$ cat config.mk
export PLATFORM = sky130hd
export DESIGN_NAME = branch_target_buffer_flat
export DESIGN_NICKNAME = d
export VERILOG_FILES = /design/src/rtl/bp_pkg.sv /design/src/rtl/branch_target_buffer_if.sv /design/src/rtl/bp_sat_counter.sv /design/src/rtl/branch_target_buffer.sv /design/src/flat_wrapper.sv
export SDC_FILE = /design/constraint.sdc
export NUM_CORES = 2
export LEC_CHECK = 0
export ABC_AREA = 1
export ABC_CLOCK_PERIOD_IN_PS = 96100
export BUFFER_PORTS_ARGS = -buffer_cell sky130_fd_sc_hd__buf_4
export CAP_MARGIN = 40
export CORE_ASPECT_RATIO = 1.4
export CORE_UTILIZATION = 45
export CTS_BUF_LIST = sky130_fd_sc_hd__clkbuf_4 sky130_fd_sc_hd__clkbuf_8
export CTS_CLUSTER_SIZE = 30
export DETAILED_ROUTE_END_ITERATION = 10
export SETUP_SLACK_MARGIN = 0.5
export SYNTH_ARGS = -nofsm -noshare
export SYNTH_HDL_FRONTEND = slang
export SYNTH_HIERARCHICAL = 1
export SYNTH_SLANG_ARGS = --single-unit
$ cat constraint.sdc
create_clock -name clk -period 96.1 [get_ports clk]
set_input_delay 19.22 -clock clk [delete_from_list [all_inputs] [get_ports clk]]
set_output_delay 19.22 -clock clk [all_outputs]
set_load 0.05 [all_outputs]
$ cat src/rtl/bp_pkg.sv
// Shared branch-prediction definitions.
// Used by branch_target_buffer, bp_sat_counter and the branch_prediction
// control unit: 2-bit direction-counter encodings, allocation values,
// next-PC mux select encodings and the small record carried down the
// prediction pipeline.
package bp_pkg;

  // 2-bit saturating direction counter; the MSB is the taken prediction.
  typedef enum logic [1:0] {
    SNT = 2'b00,  // strongly not taken
    WNT = 2'b01,  // weakly not taken
    WT  = 2'b10,  // weakly taken
    ST  = 2'b11   // strongly taken
  } cnt_e;

  // Counter value written when an entry is allocated.
  localparam logic [1:0] CNT_INIT_T  = WT;
  localparam logic [1:0] CNT_INIT_NT = WNT;

  // Next-PC select driven by branch_prediction.
  typedef enum logic [1:0] {
    MUX_PC_PLUS4    = 2'd0,  // sequential fetch
    MUX_TARGET_S1   = 2'd1,  // predicted target from the BTB
    MUX_TARGET_S4   = 2'd2,  // redirect to the resolved target
    MUX_PC_S4_PLUS4 = 2'd3   // redirect to the fall-through
  } mux_signal_e;

  // Prediction made at stage 1, carried to stage 4.
  typedef struct packed {
    logic hit;
    logic p;
  } pred_t;

endpackage

$ cat src/rtl/branch_target_buffer_if.sv
// Prediction control interface between the branch_prediction unit (master)
// and the branch target buffer (slave).
//   pc_s1/hit_s1/p_s1/target_s1      : stage-1 lookup
//   stall/flush                      : prediction pipeline control
//   hit_s4/p_s4                      : stage-1 prediction seen at stage 4
//   pc_s4/target_s4/deviated_s4      : resolved branch at stage 4
//   write_rp/write_rt                : counter update / entry allocation
interface branch_target_buffer_if #(
  parameter int PC_W = 32
);
  logic [PC_W-1:0] pc_s1;
  logic            hit_s1;
  logic            p_s1;
  logic [PC_W-1:0] target_s1;
  logic            stall;
  logic            flush;
  logic            hit_s4;
  logic            p_s4;
  logic [PC_W-1:0] pc_s4;
  logic [PC_W-1:0] target_s4;
  logic            deviated_s4;
  logic            write_rp;
  logic            write_rt;

  modport slave (
    input  pc_s1, stall, flush, pc_s4, target_s4, deviated_s4, write_rp, write_rt,
    output hit_s1, p_s1, target_s1, hit_s4, p_s4
  );

  modport master (
    output pc_s1, stall, flush, pc_s4, target_s4, deviated_s4, write_rp, write_rt,
    input  hit_s1, p_s1, target_s1, hit_s4, p_s4
  );
endinterface

$ cat src/rtl/bp_sat_counter.sv
// Combinational next value of a 2-bit saturating direction counter.
//   cnt_i   : current counter
//   taken_i : branch outcome (1 = taken, count up)
//   cnt_o   : next counter, saturating at SNT and ST
module bp_sat_counter
  import bp_pkg::*;
(
  input  logic [1:0] cnt_i,
  input  logic       taken_i,
  output logic [1:0] cnt_o
);

  always_comb begin
    // NOTE: assign a default before any branch so no path leaves cnt_o
    // unassigned; otherwise a latch is inferred.
    cnt_o = cnt_i;
    if (taken_i) begin
      if (cnt_i != ST) cnt_o = cnt_i + 2'd1;
    end else begin
      if (cnt_i != SNT) cnt_o = cnt_i - 2'd1;
    end
  end

endmodule

$ cat src/rtl/branch_target_buffer.sv
// Direct-mapped branch target buffer with 2-bit direction counters.
// Stage-1 lookup (hit_s1, p_s1, target_s1) is combinational from the table;
// the {hit, p} prediction is carried through s2..s4 registers to hit_s4 /
// p_s4. write_rt allocates and write_rp trains the entry indexed by pc_s4.
// Ports: clk, rst (async, active high), bus (branch_target_buffer_if.slave).
// Index = pc[IDX_W+1:2], tag = pc[PC_W-1:IDX_W+2].
// Optional macro BTB_BYPASS_EN: a lookup of the index being written in the
// same cycle returns the post-write entry instead of the stored one.
module branch_target_buffer
  import bp_pkg::*;
#(
  parameter int ENTRIES = 16,
  parameter int PC_W    = 32
) (
  input logic clk,
  input logic rst,
  branch_target_buffer_if.slave bus
);

  localparam int IDX_W = $clog2(ENTRIES);
  localparam int TAG_W = PC_W - IDX_W - 2;

  logic             valid_q [ENTRIES];
  logic             valid_d [ENTRIES];
  logic [TAG_W-1:0] tag_q   [ENTRIES];
  logic [TAG_W-1:0] tag_d   [ENTRIES];
  logic [PC_W-1:0]  tgt_q   [ENTRIES];
  logic [PC_W-1:0]  tgt_d   [ENTRIES];
  logic [1:0]       cnt_q   [ENTRIES];
  logic [1:0]       cnt_d   [ENTRIES];
  pred_t            pipe_q  [3];
  pred_t            pipe_d  [3];

  logic [IDX_W-1:0] idx_r, idx_w;
  logic [TAG_W-1:0] tag_r, tag_w;
  logic             hit_w;
  logic [1:0]       cnt_next;
  logic             hit_s1_w, p_s1_w;

  assign idx_r = bus.pc_s1[IDX_W+1:2];
  assign tag_r = bus.pc_s1[PC_W-1:IDX_W+2];
  assign idx_w = bus.pc_s4[IDX_W+1:2];
  assign tag_w = bus.pc_s4[PC_W-1:IDX_W+2];

  // Byte-offset bits never take part in indexing or tag compare.
  logic unused_pc_bits;
  assign unused_pc_bits = ^{bus.pc_s1[1:0], bus.pc_s4[1:0]};

  assign hit_w = valid_q[idx_w] && (tag_q[idx_w] == tag_w);

  bp_sat_counter u_sat (
    .cnt_i   (cnt_q[idx_w]),
    .taken_i (bus.deviated_s4),
    .cnt_o   (cnt_next)
  );

  // Table update; independent of stall/flush.
  always_comb begin
    valid_d = valid_q;
    tag_d   = tag_q;
    tgt_d   = tgt_q;
    cnt_d   = cnt_q;
    if (bus.write_rt) begin
      valid_d[idx_w] = 1'b1;
      tag_d[idx_w]   = tag_w;
      tgt_d[idx_w]   = bus.target_s4;
      cnt_d[idx_w]   = bus.deviated_s4 ? CNT_INIT_T : CNT_INIT_NT;
    end else if (bus.write_rp && hit_w) begin
      cnt_d[idx_w] = cnt_next;
    end
  end

  // Lookup. The bypass build reads the post-write view of the table, which
  // equals the stored view for every index not being written this cycle.
  always_comb begin
`ifdef BTB_BYPASS_EN
    hit_s1_w = valid_d[idx_r] && (tag_d[idx_r] == tag_r) && !rst;
    p_s1_w   = hit_s1_w && cnt_d[idx_r][1];
    bus.target_s1 = hit_s1_w ? tgt_d[idx_r] : '0;
`else
    hit_s1_w = valid_q[idx_r] && (tag_q[idx_r] == tag_r) && !rst;
    p_s1_w   = hit_s1_w && cnt_q[idx_r][1];
    bus.target_s1 = hit_s1_w ? tgt_q[idx_r] : '0;
`endif
    bus.hit_s1 = hit_s1_w;
    bus.p_s1   = p_s1_w;
  end

  // Prediction pipeline s2..s4; flush wins over stall.
  always_comb begin
    pipe_d = pipe_q;
    if (bus.flush) begin
      pipe_d[0] = '0;
      pipe_d[1] = '0;
      pipe_d[2] = '0;
    end else if (!bus.stall) begin
      pipe_d[0] = '{hit: hit_s1_w, p: p_s1_w};
      pipe_d[1] = pipe_q[0];
      pipe_d[2] = pipe_q[1];
    end
  end

  assign bus.hit_s4 = pipe_q[2].hit;
  assign bus.p_s4   = pipe_q[2].p;

  always_ff @(posedge clk or posedge rst) begin
    if (rst) begin
      // NOTE: the table is a flop array, not a RAM macro, so it can take the
      // async reset; clearing valid/cnt/target here is what makes a freshly
      // reset BTB miss everywhere.
      for (int i = 0; i < ENTRIES; i++) begin
        valid_q[i] <= 1'b0;
        tag_q[i]   <= '0;
        tgt_q[i]   <= '0;
        cnt_q[i]   <= SNT;
      end
      for (int s = 0; s < 3; s++) pipe_q[s] <= '0;
    end else begin
      // NOTE: non-blocking assignments so every register samples the
      // pre-edge values, independent of statement order.
      valid_q <= valid_d;
      tag_q   <= tag_d;
      tgt_q   <= tgt_d;
      cnt_q   <= cnt_d;
      pipe_q  <= pipe_d;
    end
  end

endmodule
$ cat src/flat_wrapper.sv
// flat-port wrapper written by rule: the top's interface ports become plain ports
module branch_target_buffer_flat import bp_pkg::*;
#(
  parameter int ENTRIES = 16,
  parameter int PC_W    = 32
)
  (clk, rst, bus_pc_s1, bus_stall, bus_flush, bus_pc_s4, bus_target_s4, bus_deviated_s4, bus_write_rp, bus_write_rt, bus_hit_s1, bus_p_s1, bus_target_s1, bus_hit_s4, bus_p_s4);
  branch_target_buffer_if #(.PC_W(PC_W)) bus_i ();
  input logic clk;
  input logic rst;
  input wire logic [$bits(bus_i.pc_s1)-1:0] bus_pc_s1;
  input wire logic [$bits(bus_i.stall)-1:0] bus_stall;
  input wire logic [$bits(bus_i.flush)-1:0] bus_flush;
  input wire logic [$bits(bus_i.pc_s4)-1:0] bus_pc_s4;
  input wire logic [$bits(bus_i.target_s4)-1:0] bus_target_s4;
  input wire logic [$bits(bus_i.deviated_s4)-1:0] bus_deviated_s4;
  input wire logic [$bits(bus_i.write_rp)-1:0] bus_write_rp;
  input wire logic [$bits(bus_i.write_rt)-1:0] bus_write_rt;
  output wire logic [$bits(bus_i.hit_s1)-1:0] bus_hit_s1;
  output wire logic [$bits(bus_i.p_s1)-1:0] bus_p_s1;
  output wire logic [$bits(bus_i.target_s1)-1:0] bus_target_s1;
  output wire logic [$bits(bus_i.hit_s4)-1:0] bus_hit_s4;
  output wire logic [$bits(bus_i.p_s4)-1:0] bus_p_s4;
  assign bus_i.pc_s1 = bus_pc_s1;
  assign bus_i.stall = bus_stall;
  assign bus_i.flush = bus_flush;
  assign bus_i.pc_s4 = bus_pc_s4;
  assign bus_i.target_s4 = bus_target_s4;
  assign bus_i.deviated_s4 = bus_deviated_s4;
  assign bus_i.write_rp = bus_write_rp;
  assign bus_i.write_rt = bus_write_rt;
  assign bus_hit_s1 = bus_i.hit_s1;
  assign bus_p_s1 = bus_i.p_s1;
  assign bus_target_s1 = bus_i.target_s1;
  assign bus_hit_s4 = bus_i.hit_s4;
  assign bus_p_s4 = bus_i.p_s4;
  branch_target_buffer #(.ENTRIES(ENTRIES), .PC_W(PC_W)) u_core (.clk(clk), .rst(rst), .bus(bus_i));
endmodule
**Yosys cells after proc, flatten, opt, wreduce, memory -nomap -nowiden**

Cells that the tools add are included.

- Bitwise logic cells: 3
- Magnitude comparators: 3
- Mux-type cells: 42
- $add $sub $neg: 2
- Reduce and logical (&&, ||, !) cells: 9
- Equality and inequality tests: 4

Operator list:

| operator | number |
|---|---|
| bitwise mux 512 bit | 1 |
| bitwise mux 416 bit | 1 |
| binary-select mux 26 bit (select 4 bit) | 2 |
| two-way mux 32 bit | 6 |
| two-way mux 26 bit | 5 |
| binary-select mux 32 bit (select 4 bit) | 1 |
| demux 32 bit (select 4 bit) | 1 |
| demux 26 bit (select 4 bit) | 1 |
| bitwise mux 32 bit | 2 |
| equality test 26 bit | 2 |
| two-way mux 2 bit | 9 |
| binary-select mux 2 bit (select 4 bit) | 2 |
| bitwise OR 16 bit | 1 |
| two-way mux 6 bit | 2 |
| >= comparator 5 bit (second input constant) | 2 |
| inverter 4 -> 5 bit | 2 |
| binary-select mux 1 bit (select 4 bit) | 2 |
| demux 2 bit (select 4 bit) | 1 |
| logical AND 1 bit | 6 |
| < comparator 5 x 1 -> 1 bit (second input constant) | 1 |
| two-way mux 1 bit | 5 |
| demux 1 bit (select 4 bit) | 1 |
| nonzero test 2 bit | 2 |
| adder 2 x 1 -> 2 bit (second input constant) | 1 |
| other kinds (4) | 4 |

- Bits in registers: 982
- Word-level logic and storage cells: 133
- Bits of input ports: 103
- Output and inout port bits: 36

**Depth between registers and ports, before layout**

- Depth in word-level cells: 10
- Gate-level depth with buffers: 22
- Gate-level depth less buffers: 19

**Modules after synthesis**

The synthesis kept the hierarchy.

By module, submodules not included:

| module | times used | sequential area each (µm²) | area an instance (µm²) | cells each |
|---|---|---|---|---|
| branch_target_buffer | 1 | 24573.6 | 48989.5 | 6507 |
| bp_sat_counter | 1 | 0.0 | 25.0 | 6 |

**Worst setup path after synthesis**

Ideal clock, no wire load.

- Path type: input -> output
- From: input port bus_pc_s1[2]
- To: output port bus_target_s1[10]
- Path slack: 55.341 ns
- Required time: 76.880 ns
- Path buffers: 6
- Cell stages on the path: 11
- Data arrival time: 21.539 ns
- Path through: buf_2 -> inv_1 -> buf_2 -> buf_2 -> buf_2 -> buf_2 -> clkbuf_1 -> a21oi_1 -> a221oi_1 -> o31ai_1 -> nor2_1

- Cells in the longest elaborated chain, start to end: 8
- Elaborated cells between the ends (all ways): 14
- Classes of those cells: 1 x eq/ne; 10 x mux; 1 x bitwise; 2 x reduce/logical

Ends and longest elaborated chain:

| element | RTL line | RTL |
|---|---|---|
| from (decl) | flat_wrapper.sv:11 | `input wire logic [$bits(bus_i.pc_s1)-1:0] bus_pc_s1;` |
| inverter 4 -> 5 bit (implied by the code) * | branch_target_buffer.sv:81, branch_target_buffer.sv:83 |  |
| binary-select mux 26 bit (select 4 bit) | branch_target_buffer.sv:81 | `hit_s1_w = valid_q[idx_r] && (tag_q[idx_r] == tag_r) && !rst;` |
| two-way mux 26 bit (implied by the code) (2 in a row) | branch_target_buffer.sv:81 |  |
| equality test 26 bit | branch_target_buffer.sv:81 |  |
| logical AND 1 bit (2 in a row) | branch_target_buffer.sv:81 |  |
| two-way mux 32 bit * | branch_target_buffer.sv:83 | `bus.target_s1 = hit_s1_w ? tgt_q[idx_r] : '0;` |
| to (decl) | flat_wrapper.sv:21 | `output wire logic [$bits(bus_i.target_s1)-1:0] bus_target_s1;` |

Mark *: on every way between the ends. The rest lies on a longest branch, timed or not. The select of a mux whose other input is x is not followed.

**Worst setup path in the final report**

- From: input port bus_pc_s1[3]
- To: output port bus_target_s1[27]

Same word-level chain as after synthesis.

==> summary.txt <==
Yosys
  • Mapped cell area: 49010 um^2
  • Share of the yosys chip area belonging to registers: between 50% and 60%
  • Post-synth top area cell: dfrtp_1
  • Largest family of logic cells by synthesized area: simple AND/OR/NAND/NOR gates
  • #FFs+latches synth: roughly 980
  • Commonest register cell after synthesis: dfrtp_1
  • Synth unique cells: 34
  • Synth Instances: roughly 6500
  • Post-Synth XOR/XNOR Area: 0%
  • Synthesized area per cell: roughly 7.5 um^2
  • Syn_nets: about 6600
  • Top cells by area, synth: dfrtp_1, nand2_1, o21ai_0
  • Fraction of synthesized area in multiplexers: 0%
  • Post-synth ARST share: 100.0%
  • Simple-gate share of the synthesized area: 23.72%
  • Synth Warn #: 6
  • Synth top area share: around 50%
  • Synth Area in Compound Gates: 20.08%
  • Post-Synth Adder-Cell Area: 0%
  • Post-synth EDFFs: 0

Routing
  • WL per Instance: approximately 21 um
  • Initial DRC Count: 5127
  • Post-route ant nets: 0
  • Final wirelength: between 150000 and 200000 um
  • DRC Markers: 0
  • Router iterations before antenna repair: 6
  • Routed vias: roughly 45000
  • Post-DR vias/cell: around 5.7

Worst setup path
  • WS Path Type: in -> out
  • Crit-path leading delay family: buffers and inverters
  • CP Launch Type: input port
  • Reg2reg start: u_core/tag_q[391]
  • Reg2reg end: u_core/cnt_q[26]
  • WP depth: 17
  • Highest cell delay on the worst timing path: between 0.7 and 0.8 ns
  • CP most frequent cell: buf_4
  • R2R setup slack: 92.85 ns
  • Worst Path Required: just under 80 ns
  • Slowest cell on crit path: buf_4
  • Crit path launch: bus_pc_s1[3]
  • Worst path cell trace: buf_8 -> inv_8 -> buf_4 -> buf_12 -> buf_4 -> o21ai_0 -> o211ai_1 -> nand3_1 -> o21ai_0 -> nand2_1 -> nand2_1 -> nand4_1 -> nor2_1 -> nand2_2 -> buf_12 -> nor2_1 -> buf_4
  • Bufs and invs on worst path: 7
  • Crit. End Element: output port
  • CP arrival: approximately 24 ns
  • CP Capture Point: bus_target_s1[27]
  • Critical path fanouts, max: 93
  • Reg2reg path depth: 19

Pwr
  • Comb power frac: roughly 18%
  • Sw Share: ~31%
  • Design Power: around 1.1 mW
  • Peak supply drop: 12.91 uV
  • Seq pwr share: between 40% and 50%
  • Clock network power share: 34.4%
  • Pwr Density: ~21 nW/um^2
  • Leakage: ~26 nW
  • Net load switching power: around 0.35 mW
  • Int Pwr: about 0.79 mW

Global routing
  • Global-route wire length before repair: ~260000 um
  • GRT overflow: 0
  • Initial antenna violation count: 1
  • Global-route usage over all layers: a little under a third
  • Largest net degree at the start of global routing: 218
  • Vias in the first global route: ~42000

Job
  • Max_cap viols: 0

Clock tree
  • Clk sink count: just under 1000
  • TritonCTS clock tree: yes
  • Root buf cell: clkbuf_8
  • Worst-path clk slew: approximately 0.060 ns
  • Cts hold-fix bufs: 0
  • Buffer depth of the longest clock path: 3
  • Setup Buffers After CTS: 0
  • Resized cells post-CTS: 0
  • H-tree levels: 4
  • CTS buffer count: roughly 160
  • Worst-skew pair later-pin latency: just under 0.9 ns

STA
  • RSZ-0062 raised after global routing: no
  • Worst slew pin tran: around 1.4 ns
  • Fin crit period: 43.09 ns
  • Period utilisation layout: between 40 and 50%
  • Worst clock skew: approximately 0.042 ns
  • Relative slew slack: 6.564%
  • Max-slew violation count: 0
  • Fmax: about 0.023 GHz
  • Endpoints failing hold: 0
  • Final setup fails: 0
  • Setup TNS Final: 0 ns

Worst hold path
  • Worst Hold Class: reg -> reg

Cells and area
  • Most common cell after layout, fill and taps aside: nand2_1
  • Post-route cell area: around 55000 um^2
  • Final Instance Count excl. Fillers: about 7900
  • Area grow syn2layout: 11.20%
  • Nets: 6471
  • Proportion of layout cells with a drive suffix above 1: roughly 8.3%
  • Most frequent cells in the layout: nand2_1, o21ai_0, dfrtp_1
  • Final core utilization: approximately 51%

Floorplanning
  • Die height: roughly 390 um
  • IO Pins: approximately 140
  • Starting density of the core: between 40% and 50%
  • Rows: about 140
  • Core Footprint: between 100000 and 150000 um^2
  • Die Wd: 280.9 um
  • Die area: approximately 110000 um^2

Placed design
  • RD Place Congestion: 0.8657
  • Post-detail-place hpwl: 93700 um
  • Dpl cell area: approximately 50000 um^2
  • Placed cells: approximately 7600
  • I/O Buffers: roughly 130

Run status
  • Outcome: finished, final reports clean
## per-layer routing
layer	wire length (um)	share of wire, %	track usage [%]	vias to the layer above
met5	0	0	0	-
met4	7455	4.4	13.85	0
met3	11960	7.0	4.699	379
met2	79340	47	50.12	1764
met1	70960	42	40.88	21730
li1	-	-	-	21170
## worst register-to-register path, cell delays in order, from the launching register on
cell and delay, ns:
dfrtp_1 0.40, nand2_1 0.08, nand2_1 0.06, nand2_1 0.05, nand2_1 0.06, nand2_1 0.05, nand2_1 0.08, nor2_1 0.25
nor2_1 0.07, nor2_1 0.12, nand2_1 0.08, nor2_1 0.23, nand2_1 0.19, nor2_1 0.17, nand2_1 0.12, nand2_1 0.47
buf_4 0.41, nand2_1 0.12, nand2_1 0.07, nand2_1 0.05
## cells in the mapped netlist, drive strengths merged, types with 17 or more instances
cell	n
inv	211
a311o	25
nand2	2418
clkbuf	365
o211ai	99
o21ai	1170
a22oi	17
o31ai	31
a221oi	105
nand3	212
nor2	345
a21oi	329
dfrtp	982
buf	167
## how the worst min path moves through the flow
stage | slack (ns) | startpoint | to | depth (start not counted)
after floorplan | 0.43 | u_core/valid_q[13] | u_core/valid_q[13] | 2
after global placement | 0.44 | u_core/valid_q[5] | u_core/valid_q[5] | 2
after detailed placement | 0.45 | u_core/valid_q[5] | u_core/valid_q[5] | 2
after CTS | 0.46 | u_core/valid_q[5] | u_core/valid_q[5] | 2
after global routing | 0.49 | u_core/valid_q[5] | u_core/valid_q[5] | 2
final | 0.47 | u_core/valid_q[5] | u_core/valid_q[5] | 2
## stage by stage
| step | setup WS, ns | hold slack, ns |
|---|---|---|
| 4_1_cts | 53.06 | 0.4631 |
| 2_1_floorplan | 49.25 | 0.4310 |
| 3_3_place_gp | 52.76 | 0.4433 |
| 3_5_place_dp | 53.07 | 0.4490 |
| 6_report | 53.01 | 0.4662 |
| 5_1_grt | 52.70 | 0.4922 |
## sequential cells by signal, indices dropped and copies added (netlist names)
| signal | cells |
|---|---|
| u_core/bus.hit_s4 | 1 |
| u_core/pipe_q | 4 |
| u_core/cnt_q | 32 |
| u_core/tag_q | 416 |
| u_core/tgt_q | 512 |
| u_core/bus.p_s4 | 1 |
| u_core/valid_q | 16 |
## power groups by stage
stage	Clock [mW]	Sequential [mW]	Combinational [mW]
final	0.392	0.548	0.199
after global routing	0.418	0.558	0.229
after CTS	0.400	0.546	0.198
after detailed placement	0	0.553	0.198
after global placement	0	0.550	0.191
after floorplan	0	0.543	0.148
## kinds of logic after synthesis
group                  after synthesis
and+or+nand+nor                   3003
AOI/OAI and AO/OA                 1784
DFF                                982
buffers and inverters              744
## cell type report
type / instances / area [um^2]
fill: 10680 / 52990
sequential: 982 / 24570
multi-input combinational: 4787 / 21620
clock buffer: 268 / 3301
timing repair buffer: 224 / 2241
tap: 1440 / 1802
inverter: 212 / 832.0
clock inverter: 13 / 133.9
antenna: 1 / 2.502
(Power assumes the default switching activity.)
